`src/rtl/pos_truth_table_sweeper_if.sv`:
```
// rtl/pos_truth_table_sweeper_if.sv - stimulus/result bundle between sweeper and its controller
//
// Purpose: groups the sweep request, the function-block drive/return lines
// and the sweep results so they travel as one port.
// Signals:
//   start       request a sweep (controller -> sweeper)
//   f_in        F output of the function block under test (-> sweeper)
//   a, b, c, d  vector bits 3..0 driven onto the function block inputs
//   busy, done  sweep in progress / one-cycle completion pulse
//   table_out   captured truth table, bit i = F at minterm i
//   pass        table_out matched the expected mask
//   err_count   number of mismatching minterms (0..16)
//   first_fail  lowest mismatching minterm, 0 when none
// Modports: master = controller/bench side, slave = sweeper side.

interface pos_truth_table_sweeper_if;
  logic        start;
  logic        f_in;
  logic        a;
  logic        b;
  logic        c;
  logic        d;
  logic        busy;
  logic        done;
  logic [15:0] table_out;
  logic        pass;
  logic [4:0]  err_count;
  logic [3:0]  first_fail;

  modport master (
    output start, f_in,
    input  a, b, c, d, busy, done, table_out, pass, err_count, first_fail
  );

  modport slave (
    input  start, f_in,
    output a, b, c, d, busy, done, table_out, pass, err_count, first_fail
  );
endinterface

```
`src/rtl/pos_truth_table_sweeper.sv`:
```
// rtl/pos_truth_table_sweeper.sv - 4-input truth-table sweep and check against an expected mask
//
// Purpose: walks minterms 0..15 onto A,B,C,D, holds each for SETTLE_CYCLES,
// samples F on the following capture cycle, builds the truth table and
// compares it with EXPECTED (mismatch count, first failing minterm, pass).
// Ports:
//   clk  rising-edge clock
//   rst  asynchronous active-high reset
//   bus  slave side of pos_truth_table_sweeper_if (see interface for fields)
// Parameters:
//   SETTLE_CYCLES  cycles each vector is held before capture (1..15)
//   EXPECTED       expected truth table, bit i = F at minterm {A,B,C,D} = i

module pos_truth_table_sweeper #(
  parameter int          SETTLE_CYCLES = 2,
  parameter logic [15:0] EXPECTED      = 16'hAAF8
) (
  input logic                           clk,
  input logic                           rst,
  pos_truth_table_sweeper_if.slave      bus
);

  typedef enum logic [1:0] {
    IDLE    = 2'd0,
    SETTLE  = 2'd1,
    CAPTURE = 2'd2,
    DONE    = 2'd3
  } state_t;

  localparam logic [3:0] SETTLE_LAST = 4'(SETTLE_CYCLES - 1);

  state_t      state, state_nxt;
  logic [3:0]  vector, vector_nxt;
  logic [3:0]  cnt, cnt_nxt;
  logic [15:0] table_q, table_nxt;
  logic        busy_q, busy_nxt;
  logic        done_q, done_nxt;
  logic        pass_q, pass_nxt;
  logic [4:0]  err_q, err_nxt;
  logic [3:0]  ff_q, ff_nxt;
  logic        mismatch;

  // State and every registered output; reset aborts a sweep with no done pulse.
  always_ff @(posedge clk or posedge rst) begin
    if (rst) begin
      state   <= IDLE;
      vector  <= 4'd0;
      cnt     <= 4'd0;
      table_q <= 16'd0;
      busy_q  <= 1'b0;
      done_q  <= 1'b0;
      pass_q  <= 1'b0;
      err_q   <= 5'd0;
      ff_q    <= 4'd0;
    end else begin
      state   <= state_nxt;
      vector  <= vector_nxt;
      cnt     <= cnt_nxt;
      table_q <= table_nxt;
      busy_q  <= busy_nxt;
      done_q  <= done_nxt;
      pass_q  <= pass_nxt;
      err_q   <= err_nxt;
      ff_q    <= ff_nxt;
    end
  end

  always_comb begin
    state_nxt = state;
    case (state)
      IDLE:    if (bus.start) state_nxt = SETTLE;
      SETTLE:  if (cnt == SETTLE_LAST) state_nxt = CAPTURE;
      CAPTURE: state_nxt = (vector == 4'd15) ? DONE : SETTLE;
      DONE:    state_nxt = IDLE;
      default: state_nxt = IDLE;
    endcase
  end

  // f_in only matters at the closing edge of CAPTURE.
  assign mismatch = (bus.f_in != EXPECTED[vector]);

  // Next values of the registered outputs; results hold unless a sweep is running.
  always_comb begin
    vector_nxt = vector;
    cnt_nxt    = cnt;
    table_nxt  = table_q;
    busy_nxt   = busy_q;
    done_nxt   = 1'b0;
    pass_nxt   = pass_q;
    err_nxt    = err_q;
    ff_nxt     = ff_q;
    case (state)
      IDLE: begin
        if (bus.start) begin
          vector_nxt = 4'd0;
          cnt_nxt    = 4'd0;
          table_nxt  = 16'd0;
          busy_nxt   = 1'b1;
          pass_nxt   = 1'b0;
          err_nxt    = 5'd0;
          ff_nxt     = 4'd0;
        end
      end
      SETTLE: begin
        cnt_nxt = cnt + 4'd1;
      end
      CAPTURE: begin
        table_nxt[vector] = bus.f_in;
        if (mismatch) begin
          err_nxt = err_q + 5'd1;
          // err_q still zero means this is the first miss of the sweep
          if (err_q == 5'd0) ff_nxt = vector;
        end
        if (vector == 4'd15) begin
          // pass is registered together with done so both are valid in DONE
          done_nxt = 1'b1;
          pass_nxt = (err_nxt == 5'd0);
        end else begin
          vector_nxt = vector + 4'd1;
          cnt_nxt    = 4'd0;
        end
      end
      DONE: begin
        busy_nxt = 1'b0;
      end
      default: ;
    endcase
  end

  assign bus.a          = vector[3];
  assign bus.b          = vector[2];
  assign bus.c          = vector[1];
  assign bus.d          = vector[0];
  assign bus.busy       = busy_q;
  assign bus.done       = done_q;
  assign bus.table_out  = table_q;
  assign bus.pass       = pass_q;
  assign bus.err_count  = err_q;
  assign bus.first_fail = ff_q;

endmodule

```
`src/flat_wrapper.sv`:
```
// flat-port wrapper written by rule: the top's interface ports become plain ports
module pos_truth_table_sweeper_flat 
#(
  parameter int          SETTLE_CYCLES = 2,
  parameter logic [15:0] EXPECTED      = 16'hAAF8
)
  (clk, rst, bus_start, bus_f_in, bus_a, bus_b, bus_c, bus_d, bus_busy, bus_done, bus_table_out, bus_pass, bus_err_count, bus_first_fail);
  pos_truth_table_sweeper_if bus_i ();
  input logic clk;
  input logic rst;
  input wire logic [$bits(bus_i.start)-1:0] bus_start;
  input wire logic [$bits(bus_i.f_in)-1:0] bus_f_in;
  output wire logic [$bits(bus_i.a)-1:0] bus_a;
  output wire logic [$bits(bus_i.b)-1:0] bus_b;
  output wire logic [$bits(bus_i.c)-1:0] bus_c;
  output wire logic [$bits(bus_i.d)-1:0] bus_d;
  output wire logic [$bits(bus_i.busy)-1:0] bus_busy;
  output wire logic [$bits(bus_i.done)-1:0] bus_done;
  output wire logic [$bits(bus_i.table_out)-1:0] bus_table_out;
  output wire logic [$bits(bus_i.pass)-1:0] bus_pass;
  output wire logic [$bits(bus_i.err_count)-1:0] bus_err_count;
  output wire logic [$bits(bus_i.first_fail)-1:0] bus_first_fail;
  assign bus_i.start = bus_start;
  assign bus_i.f_in = bus_f_in;
  assign bus_a = bus_i.a;
  assign bus_b = bus_i.b;
  assign bus_c = bus_i.c;
  assign bus_d = bus_i.d;
  assign bus_busy = bus_i.busy;
  assign bus_done = bus_i.done;
  assign bus_table_out = bus_i.table_out;
  assign bus_pass = bus_i.pass;
  assign bus_err_count = bus_i.err_count;
  assign bus_first_fail = bus_i.first_fail;
  pos_truth_table_sweeper #(.SETTLE_CYCLES(SETTLE_CYCLES), .EXPECTED(EXPECTED)) u_core (.clk(clk), .rst(rst), .bus(bus_i));
endmodule
```
`config.mk`:
```
export PLATFORM = sky130hd
export DESIGN_NAME = pos_truth_table_sweeper_flat
export DESIGN_NICKNAME = d
export VERILOG_FILES = /design/src/rtl/pos_truth_table_sweeper_if.sv /design/src/rtl/pos_truth_table_sweeper.sv /design/src/flat_wrapper.sv
export SDC_FILE = /design/constraint.sdc
export NUM_CORES = 1
export LEC_CHECK = 0
export CAP_MARGIN = 20
export CORE_ASPECT_RATIO = 1.75
export CORE_MARGIN = 2
export CORE_UTILIZATION = 30
export DETAILED_ROUTE_END_ITERATION = 7
export DONT_BUFFER_PORTS = 1
export GPL_ROUTABILITY_DRIVEN = 1
export PLACE_DENSITY_LB_ADDON = 0.05
export SYNTH_ARGS = -nofsm -noshare
export SYNTH_HDL_FRONTEND = slang
export SYNTH_SLANG_ARGS = --single-unit
export TNS_END_PERCENT = 5
```
`constraint.sdc`:
```
create_clock -name clk -period 3.2 [get_ports clk]
set_input_delay 0.48 -clock clk [delete_from_list [all_inputs] [get_ports clk]]
set_output_delay 0.48 -clock clk [all_outputs]
set_load 0.02 [all_outputs]
```
==> results by group <==
Synth
  – Part of the Yosys area used for sequential elements: 46.60%
  – Number of flip-flops and latches in the synthesized netlist: 38
  – Number of enable-type register cells in the synthesized netlist: 0
  – Top cells by area in the synthesized netlist: dfrtp_1 47%, nand2_1 6.8%, ha_1 5.5%
  – Leading cell type by number of instances after synthesis: dfrtp_1
  – Yosys warning total: 0
  – Nets in the synthesized netlist: 225
  – Distinct cells, synth: 44
  – Async set or reset register ratio after synthesis: 100.0%
  – Fraction of synthesized cell area taken by the top area cell type: 46.60%
  – Leading area contributor after synthesis: dfrtp_1
  – Number of instances in the synthesized netlist: 212
  – Synthesized area per cell: a little under 10 sq um
  – Top flip-flop cell by instance count after synthesis: dfrtp_1
  – Cell Area, Synth: 0.002041 sq mm
  – Top cell types by occurrence after synthesis: 38 x dfrtp_1, 37 x nand2_1, 16 x nand4_1

Clocking
  – Post-cts resize count: 0
  – Worst skew pair latency: 0.28 ns
  – Number of sinks driven by the clock tree: 38
  – Hold Buf Count CTS: 0
  – TritonCTS clock tree: done
  – Post-CTS Setup Repair Bufs: 0
  – Clock transition at the registers of the reported paths: 0.06 ns
  – Clk root buf: clkbuf_16
  – Number of buffers created by CTS: 5
  – Max Buffers Root-to-Sink: 2
  – H-tree levels: 2

Setup path
  – Most frequent cell on the critical path: ha_1
  – Launch instance of the worst register-to-register path: u_core.vector[1]$_DFFE_PP0P_
  – CP arrival: ~2.8 ns
  – Critical Setup Path Class: flop to flop
  – CP Data Required Time: 3.40 ns
  – Worst path cell trace: ha_1 > inv_1 > ha_1 > nor2b_1 > o21ba_1 > or2_4 > nor4_4 > mux2i_1
  – CP max stage cell: dfrtp_1
  – Destination of the worst register-to-register timing path: u_core.bus.first_fail[0]$_DFFE_PP0P_
  – Reg-to-reg slack, setup: 0.58 ns
  – CP Launch Type: flop
  – Crit path capture type: flop
  – Crit-path max cell delay: 0.56 ns
  – Register-to-Register Path Depth: 8
  – Largest fanout on the critical path: 7

Floorplanning
  – Die boundary width: between 60 and 70 microns
  – Initial Util: a little under a third
  – Row Count: 39
  – Core region area: approximately 0.0065 sq mm
  – Die Y: roughly 110 microns
  – Die area: 0.007504 sq mm
  – Io pins: 36

GRT
  – Global routing's busiest layer: met2
  – Congestion Overflow GR: 0
  – Vias in the first global route: ~1700
  – Antenna violations before repair: 0
  – Maximum number of pins on one net before global-route repair: 26
  – Met1 Usage GRT: 15.27%
  – GRT Resource Usage Total: 15.24%
  – Met3 track demand over resource: under 10%
  – Met2 layer usage reported by global route: between 20 and 30%
  – Global-route wire length before repair: ~8600 microns

STA
  – Final worst path period need: 2.623 ns
  – Final hold vios: 0
  – Slew @ Worst Pin: 0.8975 ns
  – Final setup violating endpoints: 0
  – Maximum frequency from static timing analysis: about 0.38 GHz
  – Fraction of the cycle the final worst path needs: 81.97%
  – Setup TNS Final: 0 ns
  – Relative slew margins: 40.10%
  – Setup repair after global routing missed its margin: no
  – Worst hold slack: 0.2810 ns
  – Final setup skew: 0.004105 ns
  – Final Max Tran Viols: 0

Status
  – Run status: finished, final reports clean

Power
  – Static power due to leakage: around 1.0 nW
  – Switching power: 0.7094 mW
  – Switching part of the total power: 39.85%
  – Power per unit of standard cell area: between 700 and 800 mW/mm^2
  – Register share of total power: 40.7%
  – Part of the total power dissipated in the clock network: between 20% and 30%
  – Power share of the combinational group: 31.3%
  – Total power draw: ~1.8 mW
  – VDD IR-drop max: 0.3455 mV
  – Internal power: roughly 1.1 mW

Layout
  – Flip-flop and latch area: 950.9 sq um
  – Share of post-route cells with drive strength above 1: 9.813%
  – Filler cell count: between 600 and 700
  – Final core utilization: 34.67%
  – Count of inserted antenna diode cells: 0
  – Area Growth Syn to Fin: 11.10%
  – Post-layout net count: between 200 and 250
  – Total area of multi-input combinational cells: 987.2 sq um

Route
  – Wirelength, routed: 5333 microns
  – Post-route DRC: 0
  – First-pass iteration count of the detailed router: 4
  – Via density per instance: ~5.5
  – Number of DRC markers in iteration 0: 94
  – Drt wl/cell: 18.02 microns
  – Via count: 1615
  – Remaining number of nets flagged by the antenna check after routing: 0

Flow run
  – Maximum Capacitance Violations: 0

Hold path
  – Worst Hold Class: input pin to async pin

Placement
  – Dpl hpwl: 4062 microns
  – Final weighted congestion of routability-driven global placement: about 0.80
  – Total of buffers placed on input and output ports: 0
[kinds of logic (layout without fill, tap and decap cells)]
logic type / Yosys count / after routing / synth area share [%]
buffers and inverters: 22 / 24 / 5.028
xor gates and xnor gates: 2 / 2 / 0.8585
muxes: 6 / 6 / 3.066
AOI/OAI and AO/OA: 42 / 42 / 14.71
and+or+nand+nor: 93 / 93 / 24.22
adders and majority gates: 9 / 9 / 5.518
DFF: 38 / 38 / 46.60
[power groups by stage]
stage	Sequential, mW	Combinational, mW	Clock (mW)
floorplan	0.711	0.428	0
global placement	0.733	0.554	0
detailed placement	0.736	0.561	0
CTS	0.728	0.566	0.513
global route	0.744	0.625	0.537
finish	0.724	0.557	0.499
[cell usage in the layout, fill, tap and decap left out, types with 2 or more instances in the layout]
cell type   n
nand3_1    12
mux2i_1     4
o31ai_1     2
mux2_2      2
nor3_1      2
buf_4       5
dfrtp_1    38
o211ai_1   12
inv_1      11
a22oi_1     2
a21o_1      2
ha_1        9
nor2_1      8
nor2b_1     2
and2_1      2
nand4_1    16
xnor2_1     2
a22o_1      3
o21ai_0     8
nand2_1    37
o311ai_0    4
nand2b_1    2
clkbuf_16   5
a21oi_1     4
[layer usage]
metal  share of wire, %  up-vias
met5                  0        -
met4                2.6        0
met3                4.9       12
met2                 55       51
met1                 37      789
li1                   -      763
[metrics by stage]
| step | setup slack [ns] | cells | cell area [sq um] |
|---|---|---|---|
| CTS | 0.5239 | 296 | 2267 |
| finish | 0.5768 | 296 | 2267 |
| floorplan | 0.8621 | 212 | 2041 |
| global route | 0.3492 | 296 | 2267 |
| global placement | 0.6601 | 288 | 2120 |
| detailed placement | 0.5369 | 288 | 2120 |
[sequential cells by signal (all words and copies together) (netlist names)]
| signal | count |
|---|---|
| u_core.bus.busy | 1 |
| u_core.state | 2 |
| u_core.cnt | 4 |
| u_core.vector | 4 |
| u_core.bus.done | 1 |
| u_core.bus.table_out | 16 |
| u_core.bus.first_fail | 4 |
| u_core.bus.err_count | 5 |
| u_core.bus.pass | 1 |
[critical path: cells and delay by family (launching register included)]
family	cells	cell delay (ns)
AOI/OAI and AO/OA	1	0.24
buffers and inverters	1	0.07
and+or+nand+nor	3	0.87
muxes	1	0.24
adders and majority gates	2	0.56
DFF	1	0.56
[layout make-up]
| cell class | instances | share of cell area, % |
|---|---|---|
| Inverter | 11 | 1.821 |
| Clock inverter | 1 | 0.2208 |
| Timing Repair Buffer | 5 | 1.656 |
| Sequential cell | 38 | 41.94 |
| Multi-Input combinational cell | 152 | 43.54 |
| Clock buffer | 7 | 6.291 |
| Tap cell | 82 | 4.525 |
[worst max path at each step]
stage,endpoint,depth (start not counted),slack (ns),from
3_3_place_gp,u_core.bus.first_fail[3]$_DFFE_PP0P_,8,0.66,u_core.vector[1]$_DFFE_PP0P_
5_1_grt,u_core.bus.first_fail[0]$_DFFE_PP0P_,8,0.35,u_core.vector[1]$_DFFE_PP0P_
4_1_cts,u_core.bus.first_fail[0]$_DFFE_PP0P_,8,0.52,u_core.vector[1]$_DFFE_PP0P_
6_report,u_core.bus.first_fail[0]$_DFFE_PP0P_,8,0.58,u_core.vector[1]$_DFFE_PP0P_
3_5_place_dp,u_core.bus.first_fail[0]$_DFFE_PP0P_,8,0.54,u_core.vector[1]$_DFFE_PP0P_
2_1_floorplan,u_core.bus.first_fail[0]$_DFFE_PP0P_,8,0.86,u_core.vector[0]$_DFFE_PP0P_
(Power assumes the default switching activity.)
